==> src/rtl/qiou_word_packer.sv <==
// Byte-to-word packer: gathers bytes into WORD_BYTES-wide words, tags each word
// with a parity bit and byte count, and hands it off over a valid/ready output.
module qiou_word_packer #(
   parameter int WORD_BYTES = 4
) (
   input  logic                                 clk,
   input  logic                                 rst_n,
   input  logic [7:0]                           in_data,
   input  logic                                 in_valid,
   output logic                                 in_ready,
   input  logic                                 mode,
   input  logic                                 flush,
   output logic [8*WORD_BYTES-1:0]              out_data,
   output logic                                 out_parity,
   output logic [$clog2(WORD_BYTES+1)-1:0]      out_bytes,
   output logic                                 out_valid,
   input  logic                                 out_ready
);

   localparam int W  = 8 * WORD_BYTES;
   localparam int CW = $clog2(WORD_BYTES);
   localparam int BW = $clog2(WORD_BYTES + 1);

   logic [CW-1:0] r_cnt;
   logic [W-9:0]  r_buf;
   logic [W-1:0]  r_out_data;
   logic          r_out_parity;
   logic [BW-1:0] r_out_bytes;
   logic          r_out_valid;

   logic          w_slot;
   logic          w_last;
   logic          w_ready;
   logic          w_acc;
   logic [W-1:0]  w_byte_sh;
   logic [W-1:0]  w_asm;
   logic [BW-1:0] w_eff;
   logic          w_complete;
   logic          w_flush;
   logic          w_load;

   // Only the final byte of a word needs the output slot; earlier bytes go to the buffer.
   assign w_slot     = !r_out_valid || out_ready;
   assign w_last     = (r_cnt == CW'(WORD_BYTES - 1));
   assign w_ready    = !(w_last && !w_slot);
   assign w_acc      = in_valid && w_ready;
   assign w_byte_sh  = {{(W-8){1'b0}}, in_data} << {r_cnt, 3'b000};
   assign w_asm      = {8'h00, r_buf} | (w_acc ? w_byte_sh : '0);
   assign w_eff      = BW'(r_cnt) + BW'(w_acc);
   assign w_complete = w_acc && w_last;
   assign w_flush    = flush && w_slot && (w_eff != '0);
   assign w_load     = w_complete || w_flush;

   always_ff @(posedge clk or negedge rst_n) begin
      if (!rst_n) begin
         r_cnt        <= '0;
         r_buf        <= '0;
         r_out_data   <= '0;
         r_out_parity <= 1'b0;
         r_out_bytes  <= '0;
         r_out_valid  <= 1'b0;
      end else if (w_load) begin
         r_out_data   <= w_asm;
         r_out_parity <= (^w_asm) ^ mode;
         r_out_bytes  <= w_eff;
         r_out_valid  <= 1'b1;
         r_cnt        <= '0;
         r_buf        <= '0;
      end else begin
         if (out_ready) r_out_valid <= 1'b0;
         if (w_acc) begin
            r_buf <= w_asm[W-9:0];
            r_cnt <= r_cnt + CW'(1);
         end
      end
   end

   assign in_ready   = w_ready;
   assign out_data   = r_out_data;
   assign out_parity = r_out_parity;
   assign out_bytes  = r_out_bytes;
   assign out_valid  = r_out_valid;

endmodule

==> config.mk <==
export PLATFORM = sky130hd
export DESIGN_NAME = qiou_word_packer
export DESIGN_NICKNAME = d
export VERILOG_FILES = /design/src/rtl/qiou_word_packer.sv
export SDC_FILE = /design/constraint.sdc
export NUM_CORES = 1
export LEC_CHECK = 0
export ABC_AREA = 1
export CAP_MARGIN = 0
export CORE_MARGIN = 3
export CORE_UTILIZATION = 49
export DETAILED_ROUTE_END_ITERATION = 16
export PLACE_DENSITY_LB_ADDON = 0.12
export SLEW_MARGIN = 10
export SYNTH_ARGS = -nofsm -noshare
export SYNTH_HDL_FRONTEND = slang
export SYNTH_SLANG_ARGS = --single-unit
==> constraint.sdc <==
create_clock -name clk -period 2.6 [get_ports clk]
set_input_delay 0.52 -clock clk [delete_from_list [all_inputs] [get_ports clk]]
set_output_delay 0.52 -clock clk [all_outputs]
set_load 0.03 [all_outputs]
* After elaboration in Yosys (flattened, before gate mapping)
Index checks and enable logic that the tools add are counted.
** Word-level totals
- Register bits after elaboration :: 63
- Bits of input ports :: 14
- Output and inout port bits :: 38
- Logic and storage cells :: 33
** Operators by class
- Add/sub/neg operators :: 2
- Equal/unequal tests :: 1
- Shift-type cells :: 1
- Mux-type cells :: 7
- Bitwise logic cells :: 2
- Reduce and logical (&&, ||, !) cells :: 14
** Operators by type and width (count)
- two-way mux 24 bit :: 2
- two-way mux 32 bit :: 1
- bitwise OR 24 x 32 -> 32 bit :: 1
- XOR reduction 32 bit :: 1
- << shifter 8 x 5 -> 32 bit :: 1
- logical AND 1 bit :: 5
- two-way mux 2 bit :: 2
- nonzero test 2 bit :: 2
- adder 2 x 1 -> 3 bit :: 1
- logical NOT 1 bit :: 3
- nonzero test 3 bit :: 1
- adder 2 x 1 -> 2 bit (second input constant) :: 1
- equality test 2 bit (second input constant) :: 1
- logical OR 1 bit :: 2
- two-way mux 1 bit :: 2
- XOR 1 bit :: 1

* Longest topological paths before layout
Gate-level depths: netlist (run 1).
- Depth after elaboration :: 11
- Mapped depth :: 20
- Mapped depth without buffers :: 19

* Worst setup path before layout (run 1)
OpenSTA, ideal clock, no wires.
- Path kind :: register to register
- Start point :: reg r_cnt[0]
- End point :: reg r_out_data[28], in the netlist out_data[28]
- Setup time :: 95 ps
- Arrival :: 2666 ps
- Required time :: 2505 ps
- Path slack :: -162 ps
- Stages on the path, launching flop included :: 15
- Cell sequence :: dfrtp_1 -> ha_1 -> nand3_2 -> nand2_4 -> inv_4 -> buf_4 -> ha_1 -> ha_1 -> o311ai_0 -> o21ai_1 -> inv_1 -> buf_2 -> buf_2 -> nand2_1 -> o31ai_1
** On the way
- Longest elaborated chain between the ends :: 8
- Elaborated cells between the ends (all ways) :: 12
- Those cells by class :: add/sub: 1; eq/ne: 1; shift: 1; mux: 1; bitwise: 1; reduce/logical: 7
** RTL lines
- from (decl) :: line 24 : logic [CW-1:0] r_cnt;
- from (signal assigned) :: line 73 : r_cnt <= r_cnt + CW'(1);
- equality test 2 bit :: line 44 : assign w_last = (r_cnt == CW'(WORD_BYTES - 1));
- logical AND 1 bit :: line 45 : assign w_ready = !(w_last && !w_slot);
- logical NOT 1 bit :: line 45
- logical AND 1 bit :: line 46 : assign w_acc = in_valid && w_ready;
- adder 2 x 1 -> 3 bit (*) :: line 49 : assign w_eff = BW'(r_cnt) + BW'(w_acc);
- net w_eff[1] :: line 37 : logic [BW-1:0] w_eff;
- nonzero test 3 bit (*) :: line 51 : assign w_flush = flush && w_slot && (w_eff != '0);
- logical AND 1 bit (*) :: line 51
- logical OR 1 bit (*) :: line 52 : assign w_load = w_complete || w_flush;
- to (signal assigned) :: line 63 : r_out_data <= w_asm;
- to (decl) :: line 26 : logic [W-1:0] r_out_data;
The timed path passes the listed nets; every way through them passes the cells marked *.
A chain may end at the register's enable or synchronous reset.

* Final worst setup path (run 1)
- Start point :: in out_ready
- End point :: out in_ready
** On the way
- Longest elaborated chain between the ends :: 4
** RTL lines
- from (decl) :: line 17 : input logic out_ready
- logical OR 1 bit :: line 43 : assign w_slot = !r_out_valid || out_ready;
- logical NOT 1 bit :: line 45
- logical AND 1 bit :: line 45
- logical NOT 1 bit :: line 45
- to (decl) :: line 10 : output logic in_ready,
No other way between the ends.

==> summary.txt, run 1 <==
leading area contributor after synthesis: dfrtp_1
yosys warns: 0
synth top area cells: dfrtp_1, nand2_1, nand3_1, nor2_1, o21ai_0
fin crit share: 0.981
setup ws final: 49.4 ps
clock tree sinks: 63
Avg Inst Size Synth: 7.11 µm²
Primary FF master, synth: dfrtp_1
Post-synth top cells: nand2_1, dfrtp_1, nor2_1, inv_1, nand3_1
RSZ-0062 raised after global routing: false
Comb power frac: 0.595
Final Hold Vio Count: 0
Synth Instances: 501
switching pwr: 2780 µW
Die Wd: 91.2 µm
Initial Util: 0.515
sequential fraction of the synthesis area: 0.443
final wirelength: 8.20 mm
Sw Ratio: 0.462
antenna fix cells: 0
Worst-Margin Slew: 393 ps
htree depth: 3
CP Buf/Inv Count: 4
syn_nets: 518
Netlist cell types: 31
design area: 0.00453 mm²
Critical Path Max Stage Delay: 700 ps
fraction of registers with async set/reset: 1.00
Fin Clk Skew: 8.02 ps
Yosys reg bits: 63
GRT overflow: 0
CTS resizes: 0
dpl ws: -123 ps
initial antenna violation count: 0
crit path max-delay cell type: clkdlybuf4s50_1
number of synthesized flops with an enable pin: 0
clk root buf: clkbuf_8
sequential cell area: 0.00158 mm²
WP data required: 2080 ps
Filler Cell Count: 634
Hold Crit Class: in2async
CTS tree: done
dpl cell area: 0.00433 mm²
DR vias/cell: 4.95
total CTS buffers: 9
Crit path max-delay family: buffers and inverters
top-count cell post-synth: nand2_1
Tot GR Track Use: 0.213
crit-path cells: clkdlybuf4s50_1 > inv_1 > nand3_2 > buf_4 > clkdlybuf4s50_1
Reg2Reg Depth: 12
Min Hold Slack: 80.8 ps
internal power: 3240 µW
IO Count: 52
Static Leakage: 0.00228 µW
CTS Hold Bufs: 0
outcome: completed
Clock power frac: 0.141
# rows: 30
largest net degree at the start of global routing: 37
Slew Limit Fails: 0
DRT Pass-1 Iters: 4
Clock Path Buffers: 2
DRT iter0 DRCs: 204
PwrDens: 1330 mW/mm²
most used cell, CP: clkdlybuf4s50_1
Antenna Nets Post-Route: 0
Synth top area share: 0.443
Crit Path Max Fanout: 14
startpoint type of the worst setup path: input pin
die area: 0.00832 mm²
Core Footprint: 0.00691 mm²
worst rel slew slack: 0.738
I/O Buffers: 51
drt wl/cell: 12.2 µm
Final Setup Violations: 0
post-synthesis cell area: 0.00356 mm²
Final #Nets: 590
Pwr Total: 6020 µW
postcts setup bufs: 0
Critical Path End Type: output pin
Max Cap Viol: 0
first-pass GRT wire length: 14.5 mm
Final min period: 2550 ps
vias in the first global route: 3,218
Flop pwr share: 0.264
Max IR drop VDD: 604 µV
routability-driven placement congestion ratio: 0.811
Post-route DRC: 0
Critical Path Stages: 5
clk_lat worst skew: 350 ps
via count: 3,334
Clock transition at path regs: 70 ps
Critical Path AT: 2030 ps
critical path type: in2out
layout cells sized above 1: 0.135
Fmax achieved: 392 MHz
dpl hpwl: 6.11 mm
Syn-to-layout area delta: 27.3%
multi-input gate area in the final layout: 0.00169 mm²
die height: 91.2 µm
area by class of cell:
class | count | area share
tap | 96 | 0.0265
inverter | 43 | 0.0373
clock buffer | 11 | 0.0312
clock inverter | 5 | 0.0127
timing repair buffer | 82 | 0.171
multi-input combinational | 374 | 0.373
sequential | 63 | 0.348
routing by layer:
| layer | share of wire | GRT usage |
|---|---|---|
| met3 | 0.048 | 0.0456 |
| met2 | 0.46 | 0.341 |
| met4 | 0.028 | 0.0879 |
| met5 | 0 | 0 |
| met1 | 0.46 | 0.279 |
placed cells by master (no fill, tap or decap), types with 5 or more instances in the layout:
cell type,n
dfrtp_1,63
clkbuf_8,10
o21bai_1,8
nor2_1,46
inv_1,37
clkdlybuf4s50_1,50
nand3_1,36
nand2_1,208
o21ai_0,31
buf_4,28
a21oi_1,5
nor2_2,18
worst paths after layout:
check,from,slack [ps],end
setup / recovery,out_ready,50,in_ready
hold / removal,rst_n,80,r_buf[4]
setup reg to reg,r_cnt[0],260,out_data[25]
hold reg to reg,out_bytes[2],470,out_bytes[2]
max in group asynchronous,rst_n,1920,r_buf[20]
min in group clk,out_bytes[2],470,out_bytes[2]
metrics by stage:
stage / setup TNS, ps / utilization / std cells
global placement: -954 / 0.627 / 658
floorplan: 0 / - / 501
CTS: 0 / 0.656 / 674
detailed placement: -3870 / 0.627 / 658
global route: 0 / 0.656 / 674
finish: 0 / 0.656 / 674
sequential cells by signal, summed over array words and instances, names as in the netlist:
| signal | flops |
|---|---|
| out_bytes | 3 |
| out_data | 32 |
| out_parity | 1 |
| out_valid | 1 |
| r_buf | 24 |
| r_cnt | 2 |
power groups by stage:
stage | combinational (µW) | clock [µW] | sequential [µW]
after detailed placement | 3570 | 0 | 1600
after CTS | 3600 | 872 | 1590
final | 3580 | 850 | 1590
after global placement | 3480 | 0 | 1590
after floorplan | 2020 | 0 | 2020
after global routing | 4030 | 912 | 1640
kinds of logic after synthesis:
| logic type | synth area share |
|---|---|
| and+or+nand+nor | 0.370 |
| buffers and inverters | 0.0854 |
| DFF | 0.443 |
| AOI/OAI and AO/OA | 0.0910 |
| adders and majority gates | 0.0105 |
Note: power is estimated with default switching activity, not from simulation.
==> run 2, diff against run 1 <==
--- a/config.mk
+++ b/config.mk
@@ -7,8 +7,10 @@
 export LEC_CHECK = 0
 export ABC_AREA = 1
 export CAP_MARGIN = 0
+export CELL_PAD_IN_SITES_DETAIL_PLACEMENT = 1
+export CELL_PAD_IN_SITES_GLOBAL_PLACEMENT = 2
 export CORE_MARGIN = 3
-export CORE_UTILIZATION = 49
+export CORE_UTILIZATION = 33
 export DETAILED_ROUTE_END_ITERATION = 16
 export PLACE_DENSITY_LB_ADDON = 0.12
 export SLEW_MARGIN = 10
==> constraint.sdc (replaced) <==
create_clock -name clk -period 3 [get_ports clk]
set_input_delay 0.6 -clock clk [delete_from_list [all_inputs] [get_ports clk]]
set_output_delay 0.6 -clock clk [all_outputs]
set_load 0.03 [all_outputs]
==> run 2 against run 1 <==
  * Register-to-register slack improved by 140 ps
  * Sequential cell count unchanged
  * Die area increased by 45%
  * Critical path depth increased by 7
  * Wire length increased by 24%
  * Sequential share of layout area increased by 0.77 points
  * Clock power decreased by 14%
  * Sequential power decreased by 13%
  * Final cell count increased by 3.3%
  * Hold slack improved by 240 ps
  * Non-clock buffer count decreased by 18
  * Combinational power decreased by 15%
==> summary.txt, run 2 (synthesized netlist as in run 1, its figures left out) <==
most frequent cells in the layout: nand2_1, dfrtp_1, clkdlybuf4s50_1
clock tree sinks: 63 (unchanged)
initial antenna violation count: 0 (unchanged)
Antenna Nets Post-Route: 0 (unchanged)
Fmax achieved: 358 MHz
die area: 0.0121 mm² (+45%)
design area: 0.00443 mm² (-2.2%)
die height: 110 µm (+20%)
first-pass GRT wire length: 17.3 mm (+20%)
Max IR drop VDD: 497 µV (-18%)
Critical Path AT: 3010 ps (+980 ps)
Core Footprint: 0.0104 mm² (+51%)
max reg flops: 32 (unchanged)
Static Leakage: 0.00221 µW (-2.9%)
Final Hold Vio Count: 0 (unchanged)
Worst-Margin Slew: 790 ps (+397 ps)
dpl cell area: 0.00424 mm² (-2.1%)
CTS tree: done
Tot GR Track Use: 0.187 (-0.0254)
Syn-to-layout area delta: 24.5%
DRT Pass-1 Iters: 4 (unchanged)
RSZ-0062 raised after global routing: false
Critical Path End Type: register
DR vias/cell: 4.73 (-4.4%)
routability-driven placement congestion ratio: 0.785 (-3.2%)
Crit Path Max Fanout: 35 (+21)
PwrDens: 1160 mW/mm² (-12%)
final wirelength: 10.1 mm (+24%)
via count: 3,293 (-1.2%)
Min Hold Slack: 319 ps (+239 ps)
commonest non-fill, non-tap cell in the layout: nand2_1
Initial Util: 0.342 (-0.174)
antenna fix cells: 0 (unchanged)
largest net degree at the start of global routing: 36 (-2.7%)
Final Setup Violations: 0 (unchanged)
Post-route DRC: 0 (unchanged)
GRT overflow: 0 (unchanged)
Max Cap Viol: 0 (unchanged)
vias in the first global route: 3,487 (+8.4%)
Clock transition at path regs: 70 ps (about the same)
worst rel slew slack: 0.473 (-0.265)
CTS resizes: 0 (unchanged)
IO Count: 52 (unchanged)
fin crit share: 0.930
CTS Hold Bufs: 0 (unchanged)
DRT iter0 DRCs: 146 (-28%)
clk root buf: clkbuf_8
clk_lat worst skew: 360 ps (about the same)
Final min period: 2790 ps
startpoint type of the worst setup path: input pin
outcome: completed
# rows: 37 (+23%)
Slew Limit Fails: 0 (unchanged)
dpl hpwl: 7.68 mm (+26%)
Die Wd: 110 µm (+20%)
drt wl/cell: 14.6 µm (+20%)
I/O Buffers: 51 (unchanged)
Final #Nets: 572 (-3.1%)
Post-Route Setup TNS: 0 ps (unchanged)
Fin Clk Skew: 8.23 ps (+0.203 ps)
Hold Crit Class: in2async
Reg2Reg Depth: 11 (-1)
htree depth: 3 (unchanged)
postcts setup bufs: 0 (unchanged)
critical path type: in2reg
total CTS buffers: 9 (unchanged)
WP data required: 3220 ps (+1140 ps)
layout cells sized above 1: 0.109 (-0.0260)
Clock Path Buffers: 2 (unchanged)
run 2: worst paths after layout:
kind | slack (ps) | endpoint | from
worst max-delay path | 210 | out_data[20] | out_ready
worst min-delay path | 320 | out_data[4] | rst_n
worst max register to register | 400 | out_data[20] | r_cnt[1]
worst min register to register | 480 | out_bytes[2] | out_bytes[2]
max in group asynchronous | 2020 | r_buf[17] | rst_n
min in group clk | 480 | out_bytes[2] | out_bytes[2]
run 2: cell type report:
type                       count  area [µm²]
multi-input combinational    374        1680
timing repair buffer          64         641
sequential                    63        1580
tap                          136         170
clock inverter                 3        15.0
clock buffer                  13         179
fill                        1345        5980
inverter                      43         169
run 2: layer usage:
metal,part of all wire,track usage
met1,0.48,0.246
met5,0,0
met4,0.015,0.0623
met3,0.031,0.0376
met2,0.47,0.307
run 2: power breakdown:
part	internal [µW]	leakage, µW	switching [µW]
combinational	1080	0.00127	1970
sequential	1200	0.000834	181
clock	386	0.000105	343
run 2: critical path, cell delays in order:
cell and delay (ps):
clkdlybuf4s50_1 410, inv_1 100, nand3_2 110, nand2_4 90, inv_4 40, ha_1 170
ha_1 290, o311ai_0 580, o21ai_2 160, inv_2 140, buf_12 190, o21ai_0 100
run 2: per-stage QoR:
step | worst slack (ps) | cells | total power [µW] | util
final | 210 | 696 | 5160 | 0.426
after global routing | 33.1 | 696 | 5710 | 0.426
after CTS | 233 | 696 | 5260 | 0.426
after detailed placement | -144 | 680 | 4490 | 0.407
after global placement | 64.9 | 680 | 4360 | 0.407
after floorplan | 180 | 501 | 3480 | -
